**src/rtl/qbus_dma_arbiter_pkg.sv**
```systemverilog
// Shared definitions for the QBUS DMA arbiter slice:
// arbiter state encodings and QBUS address/data widths.
package qbus_dma_arbiter_pkg;

    localparam int QBUS_AW = 22;
    localparam int QBUS_DW = 16;

    typedef enum logic [1:0] {
        ARB_IDLE    = 2'd0,
        ARB_OWN     = 2'd1,
        ARB_RELEASE = 2'd2
    } arb_state_t;

endpackage

```
**src/rtl/qbus_dma_arbiter_rr_pick.sv**
```systemverilog
// Round-robin picker: first requester after `last`, wrapping.
// Purely combinational so it can also serve interrupt arbitration.
import qbus_dma_arbiter_pkg::*;

module qbus_dma_arbiter_rr_pick #(
    parameter int N = 4
) (
    input  logic [N-1:0] req,
    input  logic [2:0]   last,
    output logic [2:0]   next,
    output logic         valid
);

    logic [7:0] req_x;

    assign req_x = 8'(req);

    always_comb begin
        next  = '0;
        valid = 1'b0;
        for (int k = 1; k <= N; k++) begin
            if (!valid && req_x[3'((int'(last) + k) % N)]) begin
                valid = 1'b1;
                next  = 3'((int'(last) + k) % N);
            end
        end
    end

endmodule

```
**src/rtl/qbus_dma_arbiter.sv**
```systemverilog
// Shares one QBUS DMA engine among NREQ controllers with
// round-robin, burst-limited ownership.
import qbus_dma_arbiter_pkg::*;

module qbus_dma_arbiter #(
    parameter int NREQ      = 4,
    parameter int MAX_BURST = 16
) (
    input  logic                    clk,
    input  logic                    RINIT,
    input  logic [NREQ-1:0]         req_rd,
    input  logic [NREQ-1:0]         req_wr,
    input  logic [NREQ*QBUS_AW-1:0] req_tal,
    input  logic [NREQ*QBUS_DW-1:0] req_tdl,
    output logic [NREQ-1:0]         req_master,
    output logic [NREQ-1:0]         req_complete,
    output logic [NREQ-1:0]         req_nxm,
    output logic                    dma_read_req,
    output logic                    dma_write_req,
    output logic [QBUS_AW-1:0]      TAL,
    output logic [QBUS_DW-1:0]      TDL,
    input  logic                    dma_bus_master,
    input  logic                    dma_complete,
    input  logic                    dma_nxm,
    output logic                    busy,
    output logic [2:0]              owner
);

    localparam int CW = $clog2(MAX_BURST + 1);

    arb_state_t      state;
    logic [2:0]      owner_q;
    logic [2:0]      last_q;
    logic [CW-1:0]   count;
    logic [NREQ-1:0] req;
    logic [7:0]      rd_x;
    logic [7:0]      wr_x;
    logic [2:0]      pick;
    logic            pick_valid;
    logic            own;
    logic            own_rd;
    logic            own_wr;
    logic            release_now;
    logic [NREQ-1:0] sel;

    assign req  = req_rd | req_wr;
    assign rd_x = 8'(req_rd);
    assign wr_x = 8'(req_wr);

    qbus_dma_arbiter_rr_pick #(
        .N(NREQ)
    ) u_pick (
        .req  (req),
        .last (last_q),
        .next (pick),
        .valid(pick_valid)
    );

    // RINIT blanks everything at once so an aborted cycle forwards nothing
    assign own    = (state == ARB_OWN) && !RINIT;
    assign own_rd = rd_x[owner_q];
    assign own_wr = wr_x[owner_q];

    // A req drop only ends ownership once the engine has let go of the bus
    assign release_now = dma_nxm
                       | (dma_complete && count == CW'(MAX_BURST - 1))
                       | (!(own_rd | own_wr) && !dma_bus_master);

    always_comb begin
        sel = '0;
        for (int i = 0; i < NREQ; i++) begin
            sel[i] = own && (owner_q == 3'(i));
        end
    end

    always_comb begin
        dma_read_req  = own & own_rd;
        dma_write_req = own & own_wr & ~own_rd;
        TAL           = '0;
        TDL           = '0;
        if (own) begin
            TAL = req_tal[QBUS_AW*int'(owner_q) +: QBUS_AW];
            TDL = req_tdl[QBUS_DW*int'(owner_q) +: QBUS_DW];
        end
        req_master   = dma_bus_master ? sel : '0;
        req_complete = dma_complete   ? sel : '0;
        req_nxm      = dma_nxm        ? sel : '0;
    end

    assign busy  = (state != ARB_IDLE);
    assign owner = owner_q;

    always_ff @(posedge clk) begin
        if (RINIT) begin
            state   <= ARB_IDLE;
            owner_q <= '0;
            last_q  <= 3'(NREQ - 1);
            count   <= '0;
        end else begin
            unique case (state)
                ARB_IDLE: begin
                    if (pick_valid) begin
                        owner_q <= pick;
                        count   <= '0;
                        state   <= ARB_OWN;
                    end
                end
                ARB_OWN: begin
                    if (dma_complete) count <= count + 1'b1;
                    if (release_now) state <= ARB_RELEASE;
                end
                ARB_RELEASE: begin
                    last_q <= owner_q;
                    state  <= ARB_IDLE;
                end
                default: state <= ARB_IDLE;
            endcase
        end
    end

endmodule

```
**config.mk**
```make
export PLATFORM = sky130hd
export DESIGN_NAME = qbus_dma_arbiter
export DESIGN_NICKNAME = d
export VERILOG_FILES = /design/src/rtl/qbus_dma_arbiter_pkg.sv /design/src/rtl/qbus_dma_arbiter_rr_pick.sv /design/src/rtl/qbus_dma_arbiter.sv
export SDC_FILE = /design/constraint.sdc
export NUM_CORES = 1
export LEC_CHECK = 0
export ABC_AREA = 1
export ABC_CLOCK_PERIOD_IN_PS = 2300
export BUFFER_PORTS_ARGS = -buffer_cell sky130_fd_sc_hd__buf_2
export CORE_AREA = 2 2 85 87
export DETAILED_ROUTE_END_ITERATION = 7
export DIE_AREA = 0 0 87 89
export GPL_ROUTABILITY_DRIVEN = 0
export GPL_TIMING_DRIVEN = 0
export PLACE_DENSITY = 0.78
export SLEW_MARGIN = 10
export SYNTH_ARGS = -nofsm -noshare
export SYNTH_HDL_FRONTEND = slang
export SYNTH_HIERARCHICAL = 1
export SYNTH_SLANG_ARGS = --single-unit
```
**constraint.sdc**
```tcl
create_clock -name clk -period 2.3 [get_ports clk]
set_clock_uncertainty 0.05 [all_clocks]
set_input_delay 0.46 -clock clk [delete_from_list [all_inputs] [get_ports clk]]
set_output_delay 0.46 -clock clk [all_outputs]
set_load 0.02 [all_outputs]
```
---- Word level (Yosys, flattened, before mapping) ----
Index checks and enable logic that the tools add are counted.
storage, ports and cells
  register bits ........................... 12
  bits in latches ......................... 0
  bits in writable memories ............... 0
  ROM bits ................................ 0
  word-level logic and storage cells ...... 100
  memories kept ........................... 0
operators by class
  add/sub/neg operators ................... 5
  multiply operators ...................... 1
  divide/modulo/power cells ............... 0
  order comparisons ....................... 5
  equality and inequality tests ........... 9
  shifts and indexed selects .............. 2
  muxes and demuxes ....................... 35
  bitwise gates (word level) .............. 12
  reductions and logical operators ........ 27
operators by type and width
  cell                                                                           count
  88-bit by 9-bit indexed part select with 22-bit output                         1
  64-bit by 8-bit indexed part select with 16-bit output                         1
  22-bit two-way mux                                                             1
  3-bit by 5-bit less-than comparator with 1-bit output (second input constant)  4
  1-bit binary-select mux with 3-bit select                                      6
  16-bit two-way mux                                                             1
  1-bit two-way mux                                                              14
  3-bit two-way mux                                                              4
  4-bit two-way mux                                                              3
  1-bit logical AND                                                              10
  5-bit two-way mux                                                              2
  5-bit case mux with 2 select lines                                             1
  2-bit OR reduction                                                             4
  4-bit by 3-bit multiplier with 7-bit output (first input constant)             1
  3-bit by 2-bit == test with 1-bit output (second input constant)               2
  1-bit zero test                                                                6
  2-bit inequality test (second input constant)                                  3
  5-bit by 1-bit adder with 5-bit output (second input constant)                 1
  5-bit by 4-bit == test with 1-bit output (second input constant)               1
  2-bit by 1-bit adder with 2-bit output (second input constant)                 2
  2-bit adder (second input constant)                                            2
  1-bit bitwise AND (first input constant)                                       4
  3-bit by 4-bit less-than comparator with 1-bit output (second input constant)  1
  2-bit two-way mux                                                              2
  13 further kinds                                                               19

---- Logic depth before layout (Yosys ltp) ----
  depth after elaboration ................. 18
  mapped depth ............................ 12
  depth with buffers taken out ............ 12

---- Hierarchy ----
The synthesis kept the hierarchy.
by module, submodules not included
  module                    times used  cells each  area an instance (um^2)  seq. area each (um^2)
  qbus_dma_arbiter          1           262         1890.6                   260.2
  qbus_dma_arbiter_rr_pick  1           54          282.8                    0.0

---- Worst setup path after synthesis ----
No wires, ideal clock.
  path kind ............................... input -> register
  from .................................... in req_rd[3]
  to ...................................... reg count[0]
  arrival time ............................ 1.758 ns
  slack ................................... 0.372 ns
  cell stages on the path ................. 12
  buffers on the path ..................... 0
  cell sequence ........................... or2_2 -> nand2_2 -> nand2_1 -> nand2_1 -> nand2_4 -> nor2_8 -> nand4_1 -> nand3_1 -> nand2_1 -> inv_1 -> or2_1 -> a21oi_1
between the ends
  longest elaborated chain between the ends .. 16
RTL lines
  what                                                   RTL line                        text
  from (decl)                                            qbus_dma_arbiter.sv:11          input logic [NREQ-1:0] req_rd,
  4-bit bitwise OR *                                     qbus_dma_arbiter.sv:46          assign req = req_rd | req_wr;
  1-bit binary-select mux with 3-bit select              qbus_dma_arbiter_rr_pick.sv:22  if (!valid && req_x[3'((int'(last) + k) % N)]) begin
  1-bit two-way mux (not written as such) (2 in series)  qbus_dma_arbiter_rr_pick.sv:22
  1-bit two-way mux                                      qbus_dma_arbiter_rr_pick.sv:22
  1-bit zero test                                        qbus_dma_arbiter_rr_pick.sv:22
  1-bit logical AND                                      qbus_dma_arbiter_rr_pick.sv:22
  1-bit two-way mux                                      qbus_dma_arbiter_rr_pick.sv:22
  1-bit zero test                                        qbus_dma_arbiter_rr_pick.sv:22
  1-bit logical AND                                      qbus_dma_arbiter_rr_pick.sv:22
  1-bit two-way mux                                      qbus_dma_arbiter_rr_pick.sv:22
  1-bit zero test                                        qbus_dma_arbiter_rr_pick.sv:22
  1-bit logical AND                                      qbus_dma_arbiter_rr_pick.sv:22
  1-bit two-way mux *                                    qbus_dma_arbiter_rr_pick.sv:22
  net pick_valid                                         qbus_dma_arbiter.sv:39          logic pick_valid;
  2-bit inequality test (no line) *                      n/a
  3-bit AND reduction (no line) *                        n/a
  to (signal assigned)                                   qbus_dma_arbiter.sv:109         if (dma_complete) count <= count + 1'b1;
  to (decl)                                              qbus_dma_arbiter.sv:34          logic [CW-1:0] count;
Mark *: on every way through the listed nets, which the timed path passes. The rest lies on a longest branch. The select of a mux whose other input is x is not followed.
A chain may end at the register's enable or synchronous reset.

---- Worst setup path in the final report ----
  from .................................... reg state[0]
  to ...................................... out TAL[7]
between the ends
  longest elaborated chain between the ends .. 3
RTL lines
  what                                      RTL line                 text
  from (decl)                               qbus_dma_arbiter.sv:31   arb_state_t state;
  from (signal assigned)                    qbus_dma_arbiter.sv:95   state <= ARB_IDLE;
  from (signal assigned)                    qbus_dma_arbiter.sv:105  state <= ARB_OWN;
  from (signal assigned)                    qbus_dma_arbiter.sv:110  if (release_now) state <= ARB_RELEASE;
  2-bit by 1-bit == test with 1-bit output  qbus_dma_arbiter.sv:60   assign own = (state == ARB_OWN) && !RINIT;
  1-bit logical AND                         qbus_dma_arbiter.sv:60
  22-bit two-way mux                        qbus_dma_arbiter.sv:81   if (own) begin
  to (decl)                                 qbus_dma_arbiter.sv:20   output logic [QBUS_AW-1:0] TAL,
Every way passes these cells.

==> metrics.yaml <==
status: "finished clean"
avgSynthCellArea_um2: 6.85
grt_max_degree: 11
pin_count: 221
setup_viol: 0
grt_pass1_vias: 2857
pwr-share-seq_pct: 16.7
diodes: 0
yosys_warnings: 6
h-tree-depth: 1
postCtsSetupBuffers: 0
total_power_w: 0.00159
reg2reg_depth: 12
cp.arrival_ns: 1.67
ctsLongestPathBuffers: 2
grt_pass1_wl_mm: 13.6
netlist_instances: 313
cp_max_fo: 10
cts_tree: "built"
p_sw_share_pct: 48.3
vias_per_cell: 5.30
cts-root-buf: "clkbuf_8"
drc_errors: 0
slew_viol_final: 0
ir_drop_v: 0.000418
final_util_pct: 50.8
nNetsFinal: 705
design_area_um2: 3410
crit_type: "flop to output port"
clk_pin_slew_worst_paths_ns: 0.06
fmax_mhz: 459
min_path_cells: 2
hold_viol: 0
drt-total-wl_mm: 9.42
io_buffers: 220
whs_endpoint: "count[4]"
power_density_nw_per_um2: 465
dr.pass1.iters: 5
cts_resized: 0
numCtsBuffers: 3
r2r-end: "count[4]"
antenna_found_initial: 0
die_y_um: 89
cap_violations: 0
overflow: 0
cp-start-kind: "flop"
fin_crit_sh_pct: 94.8
p_leak_nw: 1.87
reg2reg_slack_ns: 0.43
place_area_um2: 3340
hold-worst-slack_ns: 0.406
p_switching_w: 0.000766
post-place-ws_ns: 0.0766
combinationalPowerShare_pct: 68.5
initial_utilization_pct: 31.9
period_needed_ns: 2.18
rr_startpoint: "last_q[0]"
hold_path.class: "input port to flop"
pwr-share-clk_pct: 14.8
syn_nets: 480
syn_area_um2: 2140
layout-drive-gt1-share_pct: 58.3
ant_nets: 0
die_area_um2: 7740
num_vias: 3272
track_usage_pct: 21.7
worst_hold_startpoint: "RINIT"
crit_required_ns: 1.79
internal-power_w: 0.000820
clock_latency_ns: 0.24
die-width_um: 87
area_growth_pct: 59.3
crit_path_end_kind: "output port"
rows: 30
clock-sinks: 12
setup_slack_ns: 0.120
drtIter0Drc: 88
wl_per_cell_um: 15.3
hpwlAfterDp_mm: 7.96
ctsHoldBuffers: 0
core_area_um2: 6720
[layout by cell type, fill, tap and decap left out, types with 9 or more instances in the layout]
cell,n
buf_6,10
nor2_1,20
nand2_1,59
a21oi_1,27
buf_2,227
inv_2,9
a21oi_2,20
a22oi_2,20
dfxtp_1,10
a22oi_1,56
inv_1,16
nand3_1,16
[per-layer routing]
metal,track usage (%),vias to the layer above,share of wire [%]
met4,5.82,0,1.7
met2,39.3,125,53
li1,-,1578,-
met1,27.3,1557,40
met5,0,-,0
met3,2.40,12,5.9
[how the worst max path moves through the flow]
stage,slack [ns],cells after the start,start,end
final,0.12,9,state[0],TAL[7]
after global routing,-0.002,8,state[0],TDL[6]
after CTS,0.03,8,owner[0],req_nxm[2]
after detailed placement,0.08,13,req_rd[3],count[4]
after global placement,0.08,13,req_rd[2],count[4]
after floorplan,0.37,12,req_rd[3],count[0]
[critical path, stage by stage, from the launching register on]
cell and delay (ns):
dfxtp_1 0.35, inv_2 0.07, nor2_4 0.12, nand2_4 0.10, nor2_8 0.14, inv_2 0.06, buf_6 0.14, buf_6 0.15
a21oi_2 0.10, buf_2 0.19
[area by class of cell]
| type | count | area (µm²) |
|---|---|---|
| fill | 689 | 3310 |
| multi-input combinational | 253 | 1630 |
| timing repair buffer | 220 | 1100 |
| sequential | 12 | 243 |
| buffer | 22 | 180 |
| inverter | 26 | 100 |
| tap | 80 | 100 |
| clock buffer | 4 | 55.1 |
[stage by stage]
| step | setup TNS [ns] | cells |
|---|---|---|
| floorplan | 0 | 313 |
| global placement | 0 | 613 |
| detailed placement | 0 | 613 |
| CTS | 0 | 617 |
| global route | -0.00231 | 617 |
| finish | 0 | 617 |
[power by group through the flow]
stage                     clock network [W]  registers (W)  logic, W
after floorplan                           0       0.000271  0.000713
after global placement                    0       0.000266   0.00106
after detailed placement                  0       0.000268   0.00108
after CTS                          0.000237       0.000263   0.00108
after global routing               0.000247       0.000270   0.00119
final                              0.000235       0.000266   0.00109
[flip-flops by register name, indices dropped and copies added (netlist names)]
signal / flops
owner: 3
state: 2
count: 5
last_q: 2
Power figures use the tool's default switching activity.
